<file path="src/rtl/game_core_param.sv">
// game_core_param: lights-out puzzle core with one-deep undo, optional step limit and LFSR board scrambling
module game_core_param #(
  parameter int N_BTN     = 12,
  parameter int STEP_W    = 14,
  parameter int MAX_STEPS = 0
) (
  input  logic              clk_d,
  input  logic              rst,
  input  logic              start_sw,
  input  logic [N_BTN-1:0]  act_bt,
  input  logic              undo_bt,
  input  logic              random_sw,
  input  logic [N_BTN-1:0]  board_init,
  output logic [N_BTN-1:0]  board,
  output logic [2:0]        game_status,
  output logic [STEP_W-1:0] step_number,
  output logic              timer_en,
  output logic              win_flag,
  output logic              lose_flag
);
  typedef enum logic [2:0] {IDLE = 3'b000, INIT = 3'b001, PLAY = 3'b010, WON = 3'b011, LOST = 3'b100} state_t;
  state_t r_state, w_next;
  logic [N_BTN-1:0] r_board, r_hist, r_act_q, w_act_edge, w_low, w_mask, w_board_nxt, w_hist_nxt;
  logic [STEP_W-1:0] r_step, w_step_nxt;
  logic [15:0] r_lfsr;
  logic r_hist_valid, r_start_q, r_undo_q, w_hist_valid_nxt, w_start_edge, w_undo_edge, w_limit;
  assign w_start_edge = start_sw & ~r_start_q;
  assign w_undo_edge  = undo_bt & ~r_undo_q;
  assign w_act_edge   = act_bt & ~r_act_q;
  // Isolate the lowest pressed button; shifts drop neighbours beyond the board edges.
  assign w_low   = w_act_edge & (~w_act_edge + 1'b1);
  assign w_mask  = w_low | (w_low << 1) | (w_low >> 1);
  assign w_limit = (MAX_STEPS != 0) && (32'(r_step) >= 32'(MAX_STEPS));
  // A move in PLAY pre-empts the end-of-game checks so a game may start from an empty board.
  always_comb begin
    w_next           = r_state;
    w_board_nxt      = r_board;
    w_step_nxt       = r_step;
    w_hist_nxt       = r_hist;
    w_hist_valid_nxt = r_hist_valid;
    case (r_state)
      IDLE: begin
        w_board_nxt = board_init;
        w_step_nxt  = '0;
        w_next      = w_start_edge ? INIT : IDLE;
      end
      INIT: begin
        w_board_nxt      = board_init ^ (random_sw ? r_lfsr[N_BTN-1:0] : '0);
        w_step_nxt       = '0;
        w_hist_valid_nxt = 1'b0;
        w_next           = PLAY;
      end
      PLAY: begin
        if (!start_sw) w_next = IDLE;
        else if (|w_act_edge) begin
          w_hist_nxt       = r_board;
          w_hist_valid_nxt = 1'b1;
          w_board_nxt      = r_board ^ w_mask;
          w_step_nxt       = &r_step ? r_step : r_step + 1'b1;
        end else if (r_board == '0) w_next = WON;
        else if (w_limit) w_next = LOST;
        else if (w_undo_edge && r_hist_valid) begin
          w_board_nxt      = r_hist;
          w_hist_valid_nxt = 1'b0;
          w_step_nxt       = (r_step != '0) ? r_step - 1'b1 : r_step;
        end
      end
      default: w_next = start_sw ? r_state : IDLE;
    endcase
  end
  always_ff @(posedge clk_d) begin
    if (!rst) begin
      r_state      <= IDLE;
      r_board      <= '0;
      r_step       <= '0;
      r_hist       <= '0;
      r_hist_valid <= 1'b0;
      r_lfsr       <= 16'hACE1;
      r_start_q    <= 1'b0;
      r_undo_q     <= 1'b0;
      r_act_q      <= '0;
    end else begin
      r_state      <= w_next;
      r_board      <= w_board_nxt;
      r_step       <= w_step_nxt;
      r_hist       <= w_hist_nxt;
      r_hist_valid <= w_hist_valid_nxt;
      r_lfsr       <= {r_lfsr[14:0], r_lfsr[15] ^ r_lfsr[14] ^ r_lfsr[12] ^ r_lfsr[3]};
      r_start_q    <= start_sw;
      r_undo_q     <= undo_bt;
      r_act_q      <= act_bt;
    end
  end
  assign board       = r_board;
  assign game_status = r_state;
  assign step_number = r_step;
  assign timer_en    = (r_state == PLAY);
  assign win_flag    = (r_state == WON);
  assign lose_flag   = (r_state == LOST);
endmodule

</file>
<file path="config.mk">
export PLATFORM = sky130hd
export DESIGN_NAME = game_core_param
export DESIGN_NICKNAME = d
export VERILOG_FILES = /design/src/rtl/game_core_param.sv
export SDC_FILE = /design/constraint.sdc
export NUM_CORES = 1
export LEC_CHECK = 0
export BUFFER_PORTS_ARGS = -buffer_cell sky130_fd_sc_hd__buf_2
export CORE_UTILIZATION = 60
export CTS_CLUSTER_DIAMETER = 50
export CTS_CLUSTER_SIZE = 25
export DETAILED_ROUTE_END_ITERATION = 7
export GPL_TIMING_DRIVEN = 0
export MAX_ROUTING_LAYER = met4
export PLACE_DENSITY = 0.83
export SYNTH_ARGS = -nofsm -noshare
export SYNTH_HDL_FRONTEND = slang
export SYNTH_SLANG_ARGS = --single-unit
</file>
<file path="constraint.sdc">
create_clock -name clk_d -period 13.6 [get_ports clk_d]
set_clock_uncertainty 0.15 [all_clocks]
set_input_delay 2.72 -clock clk_d [delete_from_list [all_inputs] [get_ports clk_d]]
set_output_delay 2.72 -clock clk_d [all_outputs]
set_load 0.02 [all_outputs]
</file>
==> flow_summary.toml <==
[finish]
final_cell_mix = "sky130_fd_sc_hd__dfxtp_1 (71), sky130_fd_sc_hd__buf_2 (59), sky130_fd_sc_hd__nand2_1 (56)"
layout_commonest_cell = "sky130_fd_sc_hd__dfxtp_1"
finish.cell_count_without_fillers = 662
layout-area-overhead-vs-synth_pct = 14.2
nFillCells = 538
fraction_of_layout_cells_with_a_size_suffix_above_1 = 0.171
n_antenna_cell = 0
layout.nets = 626
final_core_util = 0.721

[timing]
setup_ws_ns = 6.93
fin_setup_tns_ns = 0
setup-violations-final = 0
drv_slew = 0
fin_crit_ns = 6.67
final_hold_viol_count = 0
fin_hold_ws_ns = 0.294
max_slew_margin = 0.217
post-route-period-util = 0.491
achievable-frequency_mhz = 150
unrepaired_setup_endpoints_after_global_routing = "false"
transition_time_of_the_tightest_slew_check_pin_ns = 1.17

[setup_path]
startpoint_type = "input port"
worstSetupEndpoint = "step_number[13]$_SDFFE_PN0P_"
timing.critical_path.required_ns = 13.73
worst_ep_arrival_time_ns = 6.80
rr_startpoint = "r_act_q[0]$_SDFF_PN0_"
rr_worst_depth = 16
path_class = "input port to flop"
reg2reg_setup_slack_ns = 9.09
timing.critical_path.to_type = "flop"
critical_path.startpoint = "act_bt[2]"
r2r-end = "step_number[13]$_SDFFE_PN0P_"
worst-path-max-fanout = 21

[die]
num_io_pins = 61
die_area_um2 = 7090
dieWidth_um = 84.2
core_area_um2 = 6420
placement_rows = 29
die_h_um = 84.2
initial_utilization = 0.631

[run_status]
failing_checks = "design-rule violations"
outcome = "finished with violations"

[placed_design]
dp_hpwl_um = 8350
placement.io_buffers = 57
routabilityCongestion = 0.906
dp_worst_setup_slack_ns = 6.62
placed_instances = 646

[clock_network]
post_cts.resized_instances = 0
clock_path_buffers = 2
tritoncts_num_sinks = 71
clk-insertion-delay-late_ns = 0.36
cts_hold_repair.buffers = 0
cts.clk_slew.worst_paths_ns = 0.08
postCtsSetupRepairBufs = 0
tritoncts = "built"
numCtsBuffers = 9
htree_levels = 3
clockRootBuffer = "sky130_fd_sc_hd__clkbuf_8"

[routing]
drt_iter0_markers = 347
post_drt_wl_per_cell_um = 16.7
drt-vias-per-instance = 6.24
routed-via-count = 4134
detailedRoute.firstPassIterationCount = 7
drc = 9
ant_nets = 0
finalWirelength_um = 11100

[grt]
grt_antenna_before_repair = 0
overall_fraction_of_global_route_tracks_in_use = 0.337
grt_first_pass_wirelength_um = 18300
first_global_vias = 3844
grt_remaining_overflow = 0
maximum_number_of_pins_on_one_net_before_global_route_repair = 22

[synth]
fraction_of_the_yosys_area_taken_by_sequential_cells = 0.351
postSynthRegisterBits = 71
postSynth.topFlopCell = "sky130_fd_sc_hd__dfxtp_1"
synthesis.area_um2 = 4050
synthDistinctLibCells = 63
synth_cells = 511
share_of_async_settable_or_async_resettable_flops_after_synthesis = 0
synthesis.area_per_instance_um2 = 7.93
synth_edf_count = 0
ys_warn_count = 0

[power_and_ir_drop]
total_leakage_power_uw = 0.00191
cellPowerDensity_nw_per_um2 = 124
power.ir.vdd_worst_mv = 0.0685

[worst_hold_path]
min_path_type = "flop to flop"

[job]
cap_viol_max_count = 0
==> sequential cells by signal, indices dropped and copies added, names as in the netlist <==
name and flops:
game_status 2, board 12, step_number 14, r_hist 12, r_start_q 1, r_lfsr 16, r_hist_valid 1, r_undo_q 1
r_act_q 12
==> cells in the mapped netlist (all sizes together), types with 11 or more instances <==
master  instances  share of area
ha             16          0.049
and2           23          0.036
nor2           41          0.038
a21oi          46          0.057
nor2b          12          0.022
nor3           15          0.019
xnor2          11          0.024
o21ai          45          0.056
inv            12          0.011
nand2b         17          0.026
dfxtp          71           0.35
nand4          17          0.026
nand2          56          0.052
clkbuf         22          0.020
==> metal layers <==
layer,GRT usage,vias to the layer above,part of all wire
met2,0.562,175,0.48
met4,0.171,0,0.039
met5,-,-,0
met1,0.400,1946,0.41
met3,0.0423,39,0.068
li1,-,1974,-
==> cell type report <==
type                       count  area (um2)  area share
inverter                      13        48.8      0.0105
clock buffer                  10         128      0.0276
multi-input combinational    399        2450       0.529
clock inverter                 6        61.3      0.0132
buffer                        29         138      0.0297
tap                           77        96.3      0.0208
timing repair buffer          57         285      0.0616
sequential                    71        1420       0.307
==> cells by family (layout without fill, tap and decap cells) <==
kind of cell,after synthesis,count (layout),synth area share
AO/OA/AOI/OAI,147,147,0.231
XOR/XNOR,19,19,0.0410
adder cells (fa/ha/maj),17,17,0.0543
buffers and inverters,42,115,0.0460
flip-flops,71,71,0.351
multiplexers,2,2,0.00494
other,1,2,0.000925
AND/OR/NAND/NOR,212,212,0.271
==> report_power, final <==
part / internal (uW) / switching, uW
Clock: 84.1 / 82.4
Combinational: 58.3 / 100
Sequential: 226 / 21.1
==> critical path, cell delays in order <==
cell	delay, ns
sky130_fd_sc_hd__buf_2	0.11
sky130_fd_sc_hd__nor2b_4	0.13
sky130_fd_sc_hd__or3_4	0.38
sky130_fd_sc_hd__buf_6	0.13
sky130_fd_sc_hd__or4_4	0.57
sky130_fd_sc_hd__buf_6	0.19
sky130_fd_sc_hd__inv_2	0.07
sky130_fd_sc_hd__buf_2	0.20
sky130_fd_sc_hd__buf_2	0.41
sky130_fd_sc_hd__ha_1	0.28
sky130_fd_sc_hd__nand3_1	0.13
sky130_fd_sc_hd__o2111ai_1	0.28
sky130_fd_sc_hd__nand2_1	0.14
sky130_fd_sc_hd__o21a_1	0.25
sky130_fd_sc_hd__or3_2	0.49
sky130_fd_sc_hd__a31o_2	0.26
sky130_fd_sc_hd__o221ai_1	0.06
==> through the flow <==
step | cell area, um2 | total power, uW
after floorplan | 4060 | 356
after global placement | 4440 | 402
after detailed placement | 4440 | 406
after CTS | 4630 | 569
after global routing | 4630 | 596
final | 4630 | 572
==> how the worst min path moves through the flow <==
stage | depth (start not counted) | slack, ns | end | from
3_5_place_dp | 1 | 0.28 | r_lfsr[14]$_SDFF_PN0_ | r_lfsr[13]$_SDFF_PN1_
3_3_place_gp | 1 | 0.27 | r_lfsr[14]$_SDFF_PN0_ | r_lfsr[13]$_SDFF_PN1_
2_1_floorplan | 1 | 0.26 | r_lfsr[7]$_SDFF_PN1_ | r_lfsr[6]$_SDFF_PN1_
4_1_cts | 1 | 0.29 | r_lfsr[14]$_SDFF_PN0_ | r_lfsr[13]$_SDFF_PN1_
5_1_grt | 1 | 0.31 | r_lfsr[14]$_SDFF_PN0_ | r_lfsr[13]$_SDFF_PN1_
6_report | 1 | 0.29 | r_lfsr[14]$_SDFF_PN0_ | r_lfsr[13]$_SDFF_PN1_
No activity file was read; power rests on OpenSTA's default activity.
